$ cat src/rtl/mux2_8bit.sv
// Four-source priority selector (a > b > c > d) with a registered copy of the result
// and a sticky flag that records when more than one select was asserted.
module mux2_8bit #(
  parameter int unsigned WIDTH = 8
) (
  input  logic             clk,
  input  logic             reset,
  input  logic             a_addr,
  input  logic [WIDTH-1:0] a,
  input  logic             b_addr,
  input  logic [WIDTH-1:0] b,
  input  logic             c_addr,
  input  logic [WIDTH-1:0] c,
  input  logic             d_addr,
  input  logic [WIDTH-1:0] d,
  input  logic             clr_err,
  output logic [WIDTH-1:0] o,
  output logic [WIDTH-1:0] o_q,
  output logic             sel_any,
  output logic [1:0]       sel_idx,
  output logic             collision,
  output logic             collision_sticky
);

  logic [WIDTH-1:0] data_q, data_d;
  logic             sticky_q, sticky_d;

  always_comb begin
    o       = '0;
    sel_idx = 2'd0;
    if (a_addr) begin
      o       = a;
      sel_idx = 2'd0;
    end else if (b_addr) begin
      o       = b;
      sel_idx = 2'd1;
    end else if (c_addr) begin
      o       = c;
      sel_idx = 2'd2;
    end else if (d_addr) begin
      o       = d;
      sel_idx = 2'd3;
    end
  end

  assign sel_any   = a_addr | b_addr | c_addr | d_addr;
  // Any pair of selects high means two or more are high.
  assign collision = (a_addr & (b_addr | c_addr | d_addr)) |
                     (b_addr & (c_addr | d_addr)) |
                     (c_addr & d_addr);

  always_comb begin
    data_d   = o;
    // A new collision takes precedence over a clear request on the same edge.
    sticky_d = collision | (sticky_q & ~clr_err);
  end

  always_ff @(posedge clk or posedge reset) begin
    if (reset) begin
      data_q   <= '0;
      sticky_q <= 1'b0;
    end else begin
      data_q   <= data_d;
      sticky_q <= sticky_d;
    end
  end

  assign o_q              = data_q;
  assign collision_sticky = sticky_q;

endmodule

$ cat config.mk
export PLATFORM = sky130hd
export DESIGN_NAME = mux2_8bit
export DESIGN_NICKNAME = d
export VERILOG_FILES = /design/src/rtl/mux2_8bit.sv
export SDC_FILE = /design/constraint.sdc
export NUM_CORES = 1
export LEC_CHECK = 0
export ABC_AREA = 1
export ABC_CLOCK_PERIOD_IN_PS = 1650
export BUFFER_PORTS_ARGS = -buffer_cell sky130_fd_sc_hd__buf_4
export CAP_MARGIN = 40
export CORE_AREA = 5 5 46 48
export CTS_BUF_LIST = sky130_fd_sc_hd__clkbuf_8
export DETAILED_ROUTE_END_ITERATION = 7
export DIE_AREA = 0 0 51 53
export PLACE_DENSITY = 0.84
export RECOVER_POWER = 50
export SYNTH_ARGS = -nofsm -noshare
export SYNTH_HDL_FRONTEND = slang
export SYNTH_SLANG_ARGS = --single-unit
$ cat constraint.sdc
create_clock -name clk -period 1.65 [get_ports clk]
set_input_delay 0.4125 -clock clk [delete_from_list [all_inputs] [get_ports clk]]
set_output_delay 0.4125 -clock clk [all_outputs]
set_load 0.05 [all_outputs]
**After elaboration in Yosys (flattened, before gate mapping)**

Cells that the tools add are included.

- Register bits: 9
- Bits of input ports: 39
- Output and inout bits: 21
- Logic and storage cells: 24

- Mux-type cells: 8
- Bitwise operators: 14

Operators with widths:

| cell | number |
|---|---|
| $mux W8 | 4 |
| $or A1 B1 Y1 | 9 |
| $mux W2 | 4 |
| $and A1 B1 Y1 | 4 |
| $not A1 Y1 | 1 |

**Depth between registers and ports, before layout**

Gate-level depths: netlist (run 1).

- Word-level depth: 6
- Gate-level depth with buffers: 5
- Depth with buffers taken out: 5

**Worst setup path after synthesis (run 1)**

Ideal clock, no wire load.

- Kind: input to output
- Start point: input port a_addr
- End point: output port sel_idx[0]
- Arrival: 1,457 ps
- Required time: 1,237 ps
- Slack: -219 ps
- Cell stages on the path: 3
- Path buffers: 2
- Cells stage by stage: buf_4 -> buf_6 -> a21oi_1

- Cells in the longest elaborated chain, start to end: 1

RTL lines:

| what | RTL line | source |
|---|---|---|
| start, declared | 8 | `input logic a_addr,` |
| $mux W2 | 31 | `if (a_addr) begin` |
| end, declared | 20 | `output logic [1:0] sel_idx,` |

No other way between the ends.

**Worst setup path after layout (run 1)**

- Start point: input port c_addr
- End point: output port sel_any

- Cells in the longest elaborated chain, start to end: 2

RTL lines:

| what | RTL line | source |
|---|---|---|
| start, declared | 12 | `input logic c_addr,` |
| $or A1 B1 Y1 (2 in a row) | 46 | `assign sel_any = a_addr \| b_addr \| c_addr \| d_addr;` |
| end, declared | 19 | `output logic sel_any,` |

No other way between the ends.

==> results.tsv, run 1 <==
metric	value	unit
arrival time worst endpoint	1200	ps
Yosys top cell by area	dfrtp_1	
Async SR Flop Fraction	1.000	
first-pass GRT wire length	3.539	mm
critical path startpoint category	input pin	
fmax	619.4	MHz
largest net degree at the start of global routing	21	
Netlist cell types	14	
synth cell count leaders	nand2_1 (38), nor2_1 (17), a21oi_1 (9), dfrtp_1 (9), nand3_1 (8)	
port bufs	59	
worst min path class	in2async	
fin area	1199	µm²
setup TNS	0	ps
share of cells above drive strength 1	0.5321	
final setup margin	35.60	ps
crit path max fanout	6	
DRT iter0 DRCs	29	
DRT Pass-1 Iters	4	
crit path from	c_addr	
post-synthesis sequential area ratio	0.3529	
chip height	53	µm
grt total ovfl	0	
TritonCTS Buffers	3	
Yosys top cell area share	0.3529	
EDFF count, synth	0	
routability cong.	0.7366	
post-route ant nets	0	
top-count cell post-synth	nand2_1	
max_cap viols	0	
n_diodes	0	
post-synthesis cell area	638.1	µm²
pre-CTS setup slack	21.98	ps
pwr dens	792.9	nW/µm²
CTS tree	built	
cts hold-fix bufs	0	
#FFs+latches synth	9	
Ys Warns	0	
area grow syn2layout	87.84	%
number of placed I/O pins	60	
Top FF cell, synth	dfrtp_1	
Worst VDD drop	389.4	µV
Final min period	1614	ps
WS Path Type	in2out	
Top Layer Used	met4	
Worst Tran Pin Value	341.6	ps
final net count	196	
Root Buffer	clkbuf_8	
Post-Syn Nets	134	
clock skew	0	ps
Die X-Extent	51	µm
Rows	15	
drt wl/cell	14.25	µm
final count of negative-setup-slack endpoints	0	
setup bufs post-CTS	0	
vias in the first global route	774	
Final period util	0.9784	
RSZ-0062 raised after global routing	yes	
Max Slew Vio Count	0	
htree depth	1	
drc violations	0	
Layout fillers	142	
Crit. End Element	primary output	
HPWL Detailed	1.827	mm
Vias	841	
run status	complete, no violations	
M1 WL	993	µm
Core ar.	1670	µm²
DP Area	1082	µm²
gr usage total	0.1778	
worst skew pair latency	230	ps
initial antenna violation count	0	
routed wire length on met3	240	µm
Clock transition at path regs	50	ps
DR vias/cell	4.861	
worst hold slack	138.7	ps
Post-Synthesis Cells	95	
Slew headroom	0.7720	
Syn Area/Cell	6.717	µm²
CP Data Required Time	1240	ps
routed wire length	2.466	mm
R2R Path Start	collision_sticky$_DFF_PP0_	
Leak	0.6495	nW
die area	2703	µm²
Clock Path Buffers	2	
Clock Sinks	9	
starting density of the core	0.3820	
metal2 WL	1.181	mm
Hold Violations, Final	0	
Util after Layout	0.7176	
Synth area leaders	dfrtp_1 (35%), nand2_1 (22%), nor2_1 (10%), a21oi_1 (7.1%), buf_6 (7.1%)	
==> timing repair <==
item | in CTS | in global routing
gates resized for setup | 1 | 21
setup endpoints to repair | 1 | 8
endpoints found under the hold margin | 0 | 0
==> kinds of logic (layout without fill, tap and decap cells) <==
group / Yosys count / after routing / share of synthesized area
AO/OA/AOI/OAI: 10 / 10 / 0.08431
AND/OR/NAND/NOR: 66 / 66 / 0.4294
buffers and inverters: 10 / 71 / 0.1333
flip-flops: 9 / 9 / 0.3529
==> cells in the final DEF (no fill, tap or decap) <==
master,n
nor3_4,1
inv_4,1
nor2_4,1
a21oi_1,5
dfrtp_1,9
a21oi_2,4
nor2_1,17
buf_6,6
nand2_1,30
inv_1,4
o21ai_2,1
bufinv_8,1
buf_4,53
clkbuf_8,3
nand3_1,8
buf_8,2
nand2_2,9
clkbuf_4,1
==> routing by layer <==
metal  vias up  global-route usage
met4         0             0.06726
met2        51              0.3047
met3         7             0.04507
met1       364              0.2124
met5         -                   0
li1        419                   -
==> critical path: stages <==
cell and delay (ps):
buf_4 120, buf_4 160, nor2_4 110, buf_4 130, nand2_1 70, buf_4 200
==> state kept, by name, summed over array words and instances, names as in the netlist <==
register,flops
collision_sticky,1
o_q,8
==> metrics by stage <==
step	power [mW]	instances
floorplan	0.5027	95
global placement	0.6505	169
detailed placement	0.6554	169
CTS	0.9098	173
global route	0.9907	173
finish	0.9504	173
==> final cells by class <==
type                    count  area (µm²)  area share
inverters                   5       35.03     0.02923
repair buffers             62       503.0      0.4196
clock buffers               3       41.29     0.03445
clock inverters             1       3.754    0.003132
flip-flops and latches      9       225.2      0.1879
multi-input cells          76       369.1      0.3079
well taps                  17       21.27     0.01775
==> final timing paths <==
path	depth (start not counted)	endpoint	slack, ps
worst max-delay path	6	sel_any	40
worst min-delay path	2	o_q[5]$_DFF_PP0_	140
max in group asynchronous	2	o_q[3]$_DFF_PP0_	1260
worst max register to register	2	collision_sticky$_DFF_PP0_	1030
worst min register to register	2	collision_sticky$_DFF_PP0_	550
min in group clk	2	collision_sticky$_DFF_PP0_	340
==> power breakdown <==
group | switching [mW] | leakage [nW] | internal, mW | total, mW
sequential | 0.00708 | 0.106 | 0.241 | 0.248
combinational | 0.273 | 0.517 | 0.168 | 0.441
clock | 0.0988 | 0.0269 | 0.163 | 0.262
No activity file was read; power rests on OpenSTA's default activity.
==> run 2: changes to the inputs <==
Settings changed: BUFFER_PORTS_ARGS -buffer_cell sky130_fd_sc_hd__buf_4 to -buffer_cell sky130_fd_sc_hd__buf_2.
==> run 2 against run 1 <==
  * Design area down 10%
  * Non-clock buffer count grew 2
  * Core utilization is 7.2 points lower
  * First-iteration DRC count is 66% lower
  * Worst setup slack worse by 19 ps
  * Final cell count is 1.2% higher
  * Sequential cell count unchanged
  * Sequential share of layout area increased by 2.1 points
  * Fmax is 1.2% lower
  * Die area did not move
  * Combinational power is 9.8% lower
==> results.tsv, run 2 (same netlist as run 1, synthesis figures left out) <==
metric	value	unit	change
run status	complete, no violations		unchanged
area grow syn2layout	69.02	%	was 87.84%
slowest stage delay, CP	180	ps	was 200 ps
grt total ovfl	0		unchanged
WS Path Type	in2out		unchanged
DRT iter0 DRCs	10		was 29
Util after Layout	0.6457		was 0.7176
Hold Violations, Final	0		unchanged
Clock transition at path regs	50	ps	about the same
register share of total power	0.276		was 0.261
Root Buffer	clkbuf_8		unchanged
Slew headroom	0.7852		was 0.7720
share of cells above drive strength 1	0.5000		was 0.5321
pwr dens	826.6	nW/µm²	was 792.9 nW/µm²
cts hold-fix bufs	0		unchanged
flop2flop setup slack	1050	ps	was 1030 ps
CP Data Required Time	1240	ps	about the same
DR vias/cell	4.743		was 4.861
sw frac	0.4019		was 0.3986
final net count	198		was 196
CTS tree	built		unchanged
Clock Path Buffers	2		unchanged
Core ar.	1670	µm²	unchanged
internal power	0.5332	mW	was 0.5716 mW
max FFs per register	8		unchanged
Leak	0.6189	nW	was 0.6495 nW
TritonCTS Buffers	3		unchanged
Rows	15		unchanged
port bufs	59		unchanged
HPWL Detailed	1.781	mm	was 1.827 mm
reg2reg end	collision_sticky$_DFF_PP0_		unchanged
RSZ-0062 raised after global routing	yes		unchanged
n_diodes	0		unchanged
routability cong.	0.7653		was 0.7366
Max Slew Vio Count	0		unchanged
Clock Sinks	9		unchanged
slowest library cell on the worst path	buf_4		unchanged
Worst Tran Pin Value	321.8	ps	was 341.6 ps
drc violations	0		unchanged
clock skew	0	ps	unchanged
Psw	0.3582	mW	was 0.3788 mW
critical path startpoint category	input pin		unchanged
Vias	830		was 841
number of placed I/O pins	60		unchanged
Combinational Power Share	0.446		was 0.464
post-route ant nets	0		unchanged
Die X-Extent	51	µm	unchanged
drt wl/cell	13.39	µm	was 14.25 µm
R2R Path Start	collision_sticky$_DFF_PP0_		unchanged
starting density of the core	0.3820		unchanged
first-pass GRT wire length	3.318	mm	was 3.539 mm
Final min period	1634	ps	was 1614 ps
chip height	53	µm	unchanged
Clock Power Share	0.278		was 0.276
Final period util	0.9901		was 0.9784
commonest non-fill, non-tap cell in the layout	buf_2		was buf_4
fmax	612.1	MHz	was 619.4 MHz
worst skew pair latency	230	ps	about the same
crit path max fanout	10		was 6
routed wire length	2.344	mm	was 2.466 mm
die area	2703	µm²	unchanged
largest net degree at the start of global routing	21		unchanged
Worst VDD drop	463.6	µV	was 389.4 µV
gr usage total	0.1635		was 0.1778
htree depth	1		unchanged
arrival time worst endpoint	1220	ps	was 1200 ps
DRT Pass-1 Iters	4		unchanged
initial antenna violation count	0		unchanged
Crit. End Element	primary output		unchanged
max_cap viols	0		unchanged
worst min path class	in2async		unchanged
CP cell instances	buf_2, buf_4, nor2_4, nand2_1, nand2_2, inv_1, buf_4		was buf_4, buf_4, nor2_4, buf_4, nand2_1, buf_4
reg2reg path depth	2		unchanged
commonest non-fill, non-tap cells in the layout	buf_2 (48), nand2_1 (35), nor2_1 (17)		was buf_4 (53), nand2_1 (30), nor2_1 (17)
Crit path top cell by count	buf_4		unchanged
vias in the first global route	813		was 774
DP Area	962.2	µm²	was 1082 µm²
overall power	0.8915	mW	was 0.9504 mW
final count of negative-setup-slack endpoints	0		unchanged
fin area	1079	µm²	was 1199 µm²
-- run 2: cell types whose count changed in the layout (fill, tap and decap cells not counted), moves of 2 or more --
cell     change
buf_2       +48
buf_4       -45
nand2_1      +5
nand2_2      -5
buf_8        -2
-- run 2: per-stage QoR --
| step | std cells | hold slack, ps | setup TNS [ps] | setup slack, ps |
|---|---|---|---|---|
| CTS | 175 | 137.1 | 0 | 7.308 |
| finish | 175 | 129.8 | 0 | 16.32 |
| floorplan | 95 | 240.4 | 0 | 90.79 |
| detailed placement | 171 | 372.7 | -166.8 | -55.95 |
| global route | 175 | 151.9 | -76.19 | -21.08 |
| global placement | 171 | 364.8 | 0 | 2.097 |
-- run 2: power groups by stage --
stage / registers, mW / logic [mW] / clock network (mW)
after floorplan: 0.321 / 0.182 / 0
after global placement: 0.248 / 0.355 / 0
after detailed placement: 0.249 / 0.361 / 0
after CTS: 0.245 / 0.378 / 0.239
after global routing: 0.247 / 0.419 / 0.272
final: 0.246 / 0.398 / 0.248
-- run 2: worst max-delay path, delay by kind of cell --
family,cells,cell delay (ps)
buffers and inverters,4,500
AND/OR/NAND/NOR,3,300
-- run 2: worst max path at each step --
stage / startpoint / slack, ps / depth (start not counted) / end
floorplan: a_addr / 90 / 3 / sel_idx[1]
global placement: b_addr / 2 / 7 / o[1]
detailed placement: a_addr / -60 / 6 / collision
CTS: b_addr / 7 / 7 / o[3]
global route: c_addr / -20 / 7 / o[5]
finish: c_addr / 20 / 7 / collision
-- run 2: area by class of cell --
class | instances | area, µm²
clock buffer | 3 | 41.29
multi-input combinational | 76 | 352.8
sequential | 9 | 225.2
timing repair buffer | 64 | 399.1
fill | 141 | 591.8
inverter | 5 | 35.03
tap | 17 | 21.27
clock inverter | 1 | 3.754
-- run 2: per-layer routing --
| metal | GRT usage | part of all wire |
|---|---|---|
| met5 | 0 | 0 |
| met4 | 0.07175 | 0.011 |
| met3 | 0.03662 | 0.087 |
| met2 | 0.3026 | 0.53 |
| met1 | 0.1764 | 0.37 |
-- run 2: what timing repair did --
item,CTS,global route
endpoints found under the setup margin,9,9
resized for setup,11,18
buffers inserted,0,0
pin swaps,0,2
cloned,0,0
